===== config.mk =====
export PLATFORM = sky130hd
export DESIGN_NAME = pipe_stage_regs_flat
export DESIGN_NICKNAME = d
export VERILOG_FILES = /design/src/rtl/pipe_stage_regs_if.sv /design/src/rtl/pipe_stage_regs.sv /design/src/flat_wrapper.sv
export SDC_FILE = /design/constraint.sdc
export NUM_CORES = 1
export LEC_CHECK = 0
export BUFFER_PORTS_ARGS = -buffer_cell sky130_fd_sc_hd__buf_2
export CAP_MARGIN = 20
export CORE_AREA = 2 2 166 168
export DETAILED_ROUTE_END_ITERATION = 16
export DIE_AREA = 0 0 168 170
export PLACE_DENSITY = 0.71
export SLEW_MARGIN = 20
export SYNTH_ARGS = -nofsm -noshare
export SYNTH_HDL_FRONTEND = slang
export SYNTH_SLANG_ARGS = --single-unit

===== constraint.sdc =====
create_clock -name clk -period 4.4 [get_ports clk]
set_input_delay 0.88 -clock clk [delete_from_list [all_inputs] [get_ports clk]]
set_output_delay 0.88 -clock clk [all_outputs]
set_load 0.01 [all_outputs]

===== src/rtl/pipe_stage_regs_if.sv =====
// Bundle between the hazard/decode logic and the PC, IF/ID and ID/EX registers.
interface pipe_stage_regs_if #(
   parameter int unsigned STALL_CNT_W = 16
);
   // hazard controls
   logic                   stall_f;
   logic                   stall_d;
   logic                   flush_e;
   logic                   perf_clear;

   // fetch / branch redirect
   logic                   pc_src_d;
   logic [31:0]            pc_branch_d;
   logic [31:0]            instr_f;

   // decode-stage payload
   logic                   reg_write_d;
   logic                   wb_source_d;
   logic                   mem_write_d;
   logic                   alu_src_d;
   logic                   reg_dst_d;
   logic [2:0]             alu_ctrl_d;
   logic [31:0]            rd1_d;
   logic [31:0]            rd2_d;
   logic [31:0]            sign_imm_d;
   logic [4:0]             register_s_d;
   logic [4:0]             register_t_d;
   logic [4:0]             register_d_d;

   // fetch address and IF/ID contents
   logic [31:0]            pc_f;
   logic [31:0]            instr_d;
   logic [31:0]            pc_plus4_d;
   logic                   valid_d;

   // ID/EX contents
   logic                   valid_e;
   logic                   reg_write_e;
   logic                   wb_source_e;
   logic                   mem_write_e;
   logic                   alu_src_e;
   logic                   reg_dst_e;
   logic [2:0]             alu_ctrl_e;
   logic [31:0]            rd1_e;
   logic [31:0]            rd2_e;
   logic [31:0]            sign_imm_e;
   logic [4:0]             register_s_e;
   logic [4:0]             register_t_e;
   logic [4:0]             register_d_e;

   // performance counter
   logic [STALL_CNT_W-1:0] stall_cycles;

   // core side: drives controls and decode payload, observes the registers
   modport master (
      output stall_f, stall_d, flush_e, perf_clear, pc_src_d, pc_branch_d, instr_f,
             reg_write_d, wb_source_d, mem_write_d, alu_src_d, reg_dst_d, alu_ctrl_d,
             rd1_d, rd2_d, sign_imm_d, register_s_d, register_t_d, register_d_d,
      input  pc_f, instr_d, pc_plus4_d, valid_d, valid_e,
             reg_write_e, wb_source_e, mem_write_e, alu_src_e, reg_dst_e, alu_ctrl_e,
             rd1_e, rd2_e, sign_imm_e, register_s_e, register_t_e, register_d_e,
             stall_cycles
   );

   // register block side
   modport slave (
      input  stall_f, stall_d, flush_e, perf_clear, pc_src_d, pc_branch_d, instr_f,
             reg_write_d, wb_source_d, mem_write_d, alu_src_d, reg_dst_d, alu_ctrl_d,
             rd1_d, rd2_d, sign_imm_d, register_s_d, register_t_d, register_d_d,
      output pc_f, instr_d, pc_plus4_d, valid_d, valid_e,
             reg_write_e, wb_source_e, mem_write_e, alu_src_e, reg_dst_e, alu_ctrl_e,
             rd1_e, rd2_e, sign_imm_e, register_s_e, register_t_e, register_d_e,
             stall_cycles
   );
endinterface


===== src/rtl/pipe_stage_regs.sv =====
// PC, IF/ID and ID/EX registers of the 5-stage MIPS core, plus a saturating
// stall-cycle counter. Every output comes straight from a flop.
module pipe_stage_regs #(
   parameter logic [31:0] RESET_PC    = 32'h0000_0000,
   parameter int unsigned STALL_CNT_W = 16
) (
   input  logic             clk,
   input  logic             reset,
   pipe_stage_regs_if.slave bus
);
   localparam int unsigned XLEN   = 32;
   localparam int unsigned REG_W  = 5;
   localparam int unsigned ALUC_W = 3;

   typedef struct packed {
      logic [XLEN-1:0] instr;
      logic [XLEN-1:0] pc_plus4;
      logic            valid;
   } ifid_t;

   typedef struct packed {
      logic              reg_write;
      logic              wb_source;
      logic              mem_write;
      logic              alu_src;
      logic              reg_dst;
      logic [ALUC_W-1:0] alu_ctrl;
      logic [XLEN-1:0]   rd1;
      logic [XLEN-1:0]   rd2;
      logic [XLEN-1:0]   sign_imm;
      logic [REG_W-1:0]  rs;
      logic [REG_W-1:0]  rt;
      logic [REG_W-1:0]  rd;
      logic              valid;
   } idex_t;

   logic [XLEN-1:0]        pc_f_q, pc_f_d;
   logic [XLEN-1:0]        pc_plus4_f;
   ifid_t                  ifid_q, ifid_d;
   idex_t                  idex_q, idex_d;
   logic [STALL_CNT_W-1:0] stall_cycles_q, stall_cycles_d;

   assign pc_plus4_f = pc_f_q + XLEN'(4);

   // Next PC: stall holds, a decode-resolved branch redirects, else sequential.
   always_comb begin
      pc_f_d = pc_f_q;
      if (!bus.stall_f) begin
         if (bus.pc_src_d) pc_f_d = bus.pc_branch_d;
         else              pc_f_d = pc_plus4_f;
      end
   end

   // IF/ID: stall holds; a taken branch squashes the wrong-path fetch.
   always_comb begin
      ifid_d = ifid_q;
      if (!bus.stall_d) begin
         if (bus.pc_src_d) begin
            ifid_d = '0;
         end else begin
            ifid_d.instr    = bus.instr_f;
            ifid_d.pc_plus4 = pc_plus4_f;
            ifid_d.valid    = 1'b1;
         end
      end
   end

   // ID/EX: never stalls; flush inserts a bubble.
   always_comb begin
      idex_d = '0;
      if (!bus.flush_e) begin
         idex_d.reg_write = bus.reg_write_d;
         idex_d.wb_source = bus.wb_source_d;
         idex_d.mem_write = bus.mem_write_d;
         idex_d.alu_src   = bus.alu_src_d;
         idex_d.reg_dst   = bus.reg_dst_d;
         idex_d.alu_ctrl  = bus.alu_ctrl_d;
         idex_d.rd1       = bus.rd1_d;
         idex_d.rd2       = bus.rd2_d;
         idex_d.sign_imm  = bus.sign_imm_d;
         idex_d.rs        = bus.register_s_d;
         idex_d.rt        = bus.register_t_d;
         idex_d.rd        = bus.register_d_d;
         idex_d.valid     = ifid_q.valid;
      end
   end

   // Stall counter: clear beats increment, saturates at all-ones.
   always_comb begin
      stall_cycles_d = stall_cycles_q;
      if (bus.perf_clear) begin
         stall_cycles_d = '0;
      end else if (bus.stall_d && !(&stall_cycles_q)) begin
         stall_cycles_d = stall_cycles_q + STALL_CNT_W'(1);
      end
   end

   // State registers with synchronous reset.
   always_ff @(posedge clk) begin
      if (reset) begin
         pc_f_q         <= RESET_PC;
         ifid_q         <= '0;
         idex_q         <= '0;
         stall_cycles_q <= '0;
      end else begin
         pc_f_q         <= pc_f_d;
         ifid_q         <= ifid_d;
         idex_q         <= idex_d;
         stall_cycles_q <= stall_cycles_d;
      end
   end

   assign bus.pc_f         = pc_f_q;
   assign bus.instr_d      = ifid_q.instr;
   assign bus.pc_plus4_d   = ifid_q.pc_plus4;
   assign bus.valid_d      = ifid_q.valid;
   assign bus.valid_e      = idex_q.valid;
   assign bus.reg_write_e  = idex_q.reg_write;
   assign bus.wb_source_e  = idex_q.wb_source;
   assign bus.mem_write_e  = idex_q.mem_write;
   assign bus.alu_src_e    = idex_q.alu_src;
   assign bus.reg_dst_e    = idex_q.reg_dst;
   assign bus.alu_ctrl_e   = idex_q.alu_ctrl;
   assign bus.rd1_e        = idex_q.rd1;
   assign bus.rd2_e        = idex_q.rd2;
   assign bus.sign_imm_e   = idex_q.sign_imm;
   assign bus.register_s_e = idex_q.rs;
   assign bus.register_t_e = idex_q.rt;
   assign bus.register_d_e = idex_q.rd;
   assign bus.stall_cycles = stall_cycles_q;
endmodule


===== src/flat_wrapper.sv =====
// flat-port wrapper written by rule: the top's interface ports become plain ports
module pipe_stage_regs_flat 
#(
   parameter logic [31:0] RESET_PC    = 32'h0000_0000,
   parameter int unsigned STALL_CNT_W = 16
)
  (clk, reset, bus_stall_f, bus_stall_d, bus_flush_e, bus_perf_clear, bus_pc_src_d, bus_pc_branch_d, bus_instr_f, bus_reg_write_d, bus_wb_source_d, bus_mem_write_d, bus_alu_src_d, bus_reg_dst_d, bus_alu_ctrl_d, bus_rd1_d, bus_rd2_d, bus_sign_imm_d, bus_register_s_d, bus_register_t_d, bus_register_d_d, bus_pc_f, bus_instr_d, bus_pc_plus4_d, bus_valid_d, bus_valid_e, bus_reg_write_e, bus_wb_source_e, bus_mem_write_e, bus_alu_src_e, bus_reg_dst_e, bus_alu_ctrl_e, bus_rd1_e, bus_rd2_e, bus_sign_imm_e, bus_register_s_e, bus_register_t_e, bus_register_d_e, bus_stall_cycles);
  pipe_stage_regs_if #(.STALL_CNT_W(STALL_CNT_W)) bus_i ();
  input  logic clk;
  input  logic reset;
  input wire logic [$bits(bus_i.stall_f)-1:0] bus_stall_f;
  input wire logic [$bits(bus_i.stall_d)-1:0] bus_stall_d;
  input wire logic [$bits(bus_i.flush_e)-1:0] bus_flush_e;
  input wire logic [$bits(bus_i.perf_clear)-1:0] bus_perf_clear;
  input wire logic [$bits(bus_i.pc_src_d)-1:0] bus_pc_src_d;
  input wire logic [$bits(bus_i.pc_branch_d)-1:0] bus_pc_branch_d;
  input wire logic [$bits(bus_i.instr_f)-1:0] bus_instr_f;
  input wire logic [$bits(bus_i.reg_write_d)-1:0] bus_reg_write_d;
  input wire logic [$bits(bus_i.wb_source_d)-1:0] bus_wb_source_d;
  input wire logic [$bits(bus_i.mem_write_d)-1:0] bus_mem_write_d;
  input wire logic [$bits(bus_i.alu_src_d)-1:0] bus_alu_src_d;
  input wire logic [$bits(bus_i.reg_dst_d)-1:0] bus_reg_dst_d;
  input wire logic [$bits(bus_i.alu_ctrl_d)-1:0] bus_alu_ctrl_d;
  input wire logic [$bits(bus_i.rd1_d)-1:0] bus_rd1_d;
  input wire logic [$bits(bus_i.rd2_d)-1:0] bus_rd2_d;
  input wire logic [$bits(bus_i.sign_imm_d)-1:0] bus_sign_imm_d;
  input wire logic [$bits(bus_i.register_s_d)-1:0] bus_register_s_d;
  input wire logic [$bits(bus_i.register_t_d)-1:0] bus_register_t_d;
  input wire logic [$bits(bus_i.register_d_d)-1:0] bus_register_d_d;
  output wire logic [$bits(bus_i.pc_f)-1:0] bus_pc_f;
  output wire logic [$bits(bus_i.instr_d)-1:0] bus_instr_d;
  output wire logic [$bits(bus_i.pc_plus4_d)-1:0] bus_pc_plus4_d;
  output wire logic [$bits(bus_i.valid_d)-1:0] bus_valid_d;
  output wire logic [$bits(bus_i.valid_e)-1:0] bus_valid_e;
  output wire logic [$bits(bus_i.reg_write_e)-1:0] bus_reg_write_e;
  output wire logic [$bits(bus_i.wb_source_e)-1:0] bus_wb_source_e;
  output wire logic [$bits(bus_i.mem_write_e)-1:0] bus_mem_write_e;
  output wire logic [$bits(bus_i.alu_src_e)-1:0] bus_alu_src_e;
  output wire logic [$bits(bus_i.reg_dst_e)-1:0] bus_reg_dst_e;
  output wire logic [$bits(bus_i.alu_ctrl_e)-1:0] bus_alu_ctrl_e;
  output wire logic [$bits(bus_i.rd1_e)-1:0] bus_rd1_e;
  output wire logic [$bits(bus_i.rd2_e)-1:0] bus_rd2_e;
  output wire logic [$bits(bus_i.sign_imm_e)-1:0] bus_sign_imm_e;
  output wire logic [$bits(bus_i.register_s_e)-1:0] bus_register_s_e;
  output wire logic [$bits(bus_i.register_t_e)-1:0] bus_register_t_e;
  output wire logic [$bits(bus_i.register_d_e)-1:0] bus_register_d_e;
  output wire logic [$bits(bus_i.stall_cycles)-1:0] bus_stall_cycles;
  assign bus_i.stall_f = bus_stall_f;
  assign bus_i.stall_d = bus_stall_d;
  assign bus_i.flush_e = bus_flush_e;
  assign bus_i.perf_clear = bus_perf_clear;
  assign bus_i.pc_src_d = bus_pc_src_d;
  assign bus_i.pc_branch_d = bus_pc_branch_d;
  assign bus_i.instr_f = bus_instr_f;
  assign bus_i.reg_write_d = bus_reg_write_d;
  assign bus_i.wb_source_d = bus_wb_source_d;
  assign bus_i.mem_write_d = bus_mem_write_d;
  assign bus_i.alu_src_d = bus_alu_src_d;
  assign bus_i.reg_dst_d = bus_reg_dst_d;
  assign bus_i.alu_ctrl_d = bus_alu_ctrl_d;
  assign bus_i.rd1_d = bus_rd1_d;
  assign bus_i.rd2_d = bus_rd2_d;
  assign bus_i.sign_imm_d = bus_sign_imm_d;
  assign bus_i.register_s_d = bus_register_s_d;
  assign bus_i.register_t_d = bus_register_t_d;
  assign bus_i.register_d_d = bus_register_d_d;
  assign bus_pc_f = bus_i.pc_f;
  assign bus_instr_d = bus_i.instr_d;
  assign bus_pc_plus4_d = bus_i.pc_plus4_d;
  assign bus_valid_d = bus_i.valid_d;
  assign bus_valid_e = bus_i.valid_e;
  assign bus_reg_write_e = bus_i.reg_write_e;
  assign bus_wb_source_e = bus_i.wb_source_e;
  assign bus_mem_write_e = bus_i.mem_write_e;
  assign bus_alu_src_e = bus_i.alu_src_e;
  assign bus_reg_dst_e = bus_i.reg_dst_e;
  assign bus_alu_ctrl_e = bus_i.alu_ctrl_e;
  assign bus_rd1_e = bus_i.rd1_e;
  assign bus_rd2_e = bus_i.rd2_e;
  assign bus_sign_imm_e = bus_i.sign_imm_e;
  assign bus_register_s_e = bus_i.register_s_e;
  assign bus_register_t_e = bus_i.register_t_e;
  assign bus_register_d_e = bus_i.register_d_e;
  assign bus_stall_cycles = bus_i.stall_cycles;
  pipe_stage_regs #(.RESET_PC(RESET_PC), .STALL_CNT_W(STALL_CNT_W)) u_core (.clk(clk), .reset(reset), .bus(bus_i));
endmodule

==> run metrics <==
mux share of post-synthesis cell area 1.39%; crit path cell chain ha_1, nand3_1, or4_4, or4_1, a31oi_1; Top FF cell, synth dfxtp_1; CTS Hold Buffers Added 0; Clock transition at path regs 0.06 ns; PwrDens 406 nW/um2; vias 8306; Worst R2R Start u_core.bus.pc_f[2]; simple-gate area share of the yosys netlist 24.4%; min Tclk post-route 2.66 ns; clock root cell clkbuf_16; Adder-Cell Fraction of Synth Area 0.287%; clock buffer count from CTS 25; Min-Delay Path Class flop to flop; row cnt 60; compound-cell area share of the yosys netlist roughly 15%; syn avg cell area between 9 and 10 um2; Critical Path Start u_core.bus.pc_f[2]; pin count of the biggest net entering global routing 59; crit path buf inv count 0; initial drt markers 493; global router's overall resource usage a little under a fifth; max-cap viol count 0; DRC 0; CP Class flop to flop; sequential share of the synthesized area 53.5%; Nets 1497; via density per instance 4.99; Routed Antenna Nets 0; CP max FO 21; post-synth top area share 53.5%; fraction of layout cells with a size suffix above 1 36.9%; post-synth top area cell dfxtp_1; Hold Violations, Final 0; cts repair resizes 0; drt first pass iters 5; Area Growth Syn to Fin 36.3%; CP max stage cell or4_4; Die Height 170 um; main combinational cell family by area after synthesis simple AND/OR/NAND/NOR gates; final setup vio count 0; Finished Layout Cells 1665; crit end category flop; Clock Path Buffers 3; relative slew slack 29.8%; antenna violations before repair 4; first-pass GRT wire length 43600 um; final setup TNS 0 ns; VDD IR max 0.000291 V; total gr overflow 0; Fillers 2601; Final Cycle Share between 60% and 70%; CORE AREA between 20000 and 30000 um2; synthesized netlist cell count 924; Hold Crit Start u_core.bus.pc_plus4_d[17]; Unique masters post-synth between 50 and 60; CTS Sinks 233; IO Pins 423; Setup Skew 0.0274 ns; Pleak around 5.5 nW; cell family with most CP delay simple AND/OR/NAND/NOR gates; Arr. time, crit path 3.12 ns; post-DR wirelength/cell 17.4 um; run status finished clean; number of port buffers 422; Routed WL 29000 um; Levels on crit path 5; RSZ-0062 raised after global routing no; H-tree Lvls 1; worst stage delay on the critical path 0.72 ns; post-synthesis register bit count 233; Die ar. 28600 um2; clk_lat worst skew 0.54 ns; post-synth net total around 1100; XOR/XNOR share of the synthesized area 0.905%; YS warnings 0; largest cells by area after synthesis dfxtp_1 54%, and2_1 8.9%, a22oi_1 4.2%; GPL Wtd Cong between 0.8 and 0.9; Post-CTS Repair Setup Buffers 0; # placed instances 1619; number of synthesized flops with an enable pin 0; CP Launch Type flop; hpwl dp between 20000 and 25000 um; mapped cell area slightly below 9000 um2; Reg2Reg Depth 5; CTS tree built; Peak Freq 375 MHz; Critical Path RT 4.85 ns; FFs w/ async S/R, synth 0%; fin util 44.6%; Initial Util 32.7%; die width 168 um; Hold Path Depth 2; Slew Viols, Final 0; slew of the pin with the lowest slew margin 1.05 ns; vias in the first global route 8009
-- cells in the mapped netlist, drive strengths merged (2+ instances only) --
cell type / number
o21ba: 3
a211o: 4
nand3: 31
nand2b: 5
and2: 124
o21ai: 21
nor4: 10
o211ai: 21
xnor2: 8
nor2: 71
a22oi: 49
a41oi: 2
dfxtp: 233
o41ai: 4
nor3b: 8
nand2: 62
o32ai: 7
nor3: 14
mux2i: 11
a21oi: 23
and3: 3
o31a: 2
o311ai: 5
inv: 17
o31ai: 6
o211a: 2
a311oi: 2
and4: 7
nor2b: 7
nand4: 13
o221ai: 3
or2: 4
a32oi: 2
a31oi: 14
or3: 8
o21a: 3
or4: 19
buf: 19
ha: 2
a211oi: 6
clkbuf: 59
-- tightest hold or removal path: cells and delay by family (launching register included) --
family	cells	cell delay [ns]
DFF	1	0.32
and+or+nand+nor	2	0.10
-- logic make-up (layout without fill, tap and decap cells) --
logic type                 Yosys count  after routing
AOI/OAI and AO/OA                  185            185
xor gates and xnor gates             9              9
adders and majority gates            2              2
buffers and inverters               95            494
DFF                                233            233
muxes                               12             12
other                                0              1
and+or+nand+nor                    388            388
-- final timing paths --
kind | endpoint | slack, ns
min reg2reg | u_core.bus.pc_plus4_d[17] | 0.45
min | u_core.bus.pc_plus4_d[17] | 0.45
max | u_core.bus.pc_f[16] | 1.74
max reg2reg | u_core.bus.pc_f[16] | 1.74
-- metal layers --
layer | up-vias | part of all wire (%) | GRT usage (%)
li1 | 4021 | - | -
met1 | 3896 | 39 | 22.1
met2 | 332 | 50 | 34.5
met4 | 4 | 2.4 | 5.67
met3 | 53 | 8.3 | 5.09
met5 | - | 0.059 | 0
-- state kept, by name, summed over array words and instances, names as in the netlist, 3 cells and up --
signal / cells
u_core.bus.instr_d: 32
u_core.bus.pc_f: 32
u_core.bus.pc_plus4_d: 32
u_core.bus.rd1_e: 32
u_core.bus.rd2_e: 32
u_core.bus.sign_imm_e: 32
u_core.bus.stall_cycles: 16
u_core.bus.register_d_e: 5
u_core.bus.register_s_e: 5
u_core.bus.register_t_e: 5
u_core.bus.alu_ctrl_e: 3
-- stage by stage --
stage,cell area (um2),total power [mW],hold slack (ns),worst slack (ns)
floorplan,8710,2.48,0.482,2.10
global placement,11000,2.70,0.442,1.35
finish,11900,4.82,0.451,1.74
CTS,11900,4.88,0.452,1.72
global route,11900,5.01,0.476,1.56
detailed placement,11000,2.70,0.437,1.30
-- layout make-up --
cell class              count  area, um2  share of cell area, %
clock buffers              34        699                   5.89
diodes                      1       2.50                 0.0211
repair buffers            432       2190                   18.4
well taps                 341        427                   3.59
clock inverters            11        143                   1.20
multi-input cells         596       3690                   31.1
flip-flops and latches    233       4660                   39.3
inverters                  17       63.8                  0.537
-- where the power goes --
part / internal (mW) / total (mW) / leakage (nW) / switching [mW]
combinational: 0.187 / 0.410 / 3.17 / 0.223
clock: 1.29 / 2.16 / 0.410 / 0.874
sequential: 2.19 / 2.24 / 1.90 / 0.0562
total: 3.67 / 4.82 / 5.48 / 1.15
-- cells in the final DEF (no fill, tap or decap), drive strengths merged, types with 6 or more instances in the layout --
master | Yosys | final
o32ai | 7 | 7
xnor2 | 8 | 8
nor4 | 10 | 10
clkbuf | 59 | 34
nand3 | 31 | 31
nor3 | 14 | 14
nor3b | 8 | 8
o31ai | 6 | 6
o21ai | 21 | 21
mux2i | 11 | 11
nand4 | 13 | 13
and4 | 7 | 7
or4 | 19 | 19
o211ai | 21 | 21
or3 | 8 | 8
buf | 19 | 432
nor2 | 71 | 71
and2 | 124 | 124
inv | 17 | 18
a31oi | 14 | 14
a22oi | 49 | 49
a21oi | 23 | 23
dfxtp | 233 | 233
nand2 | 62 | 62
a211oi | 6 | 6
nor2b | 7 | 7
Power figures use the tool's default switching activity.
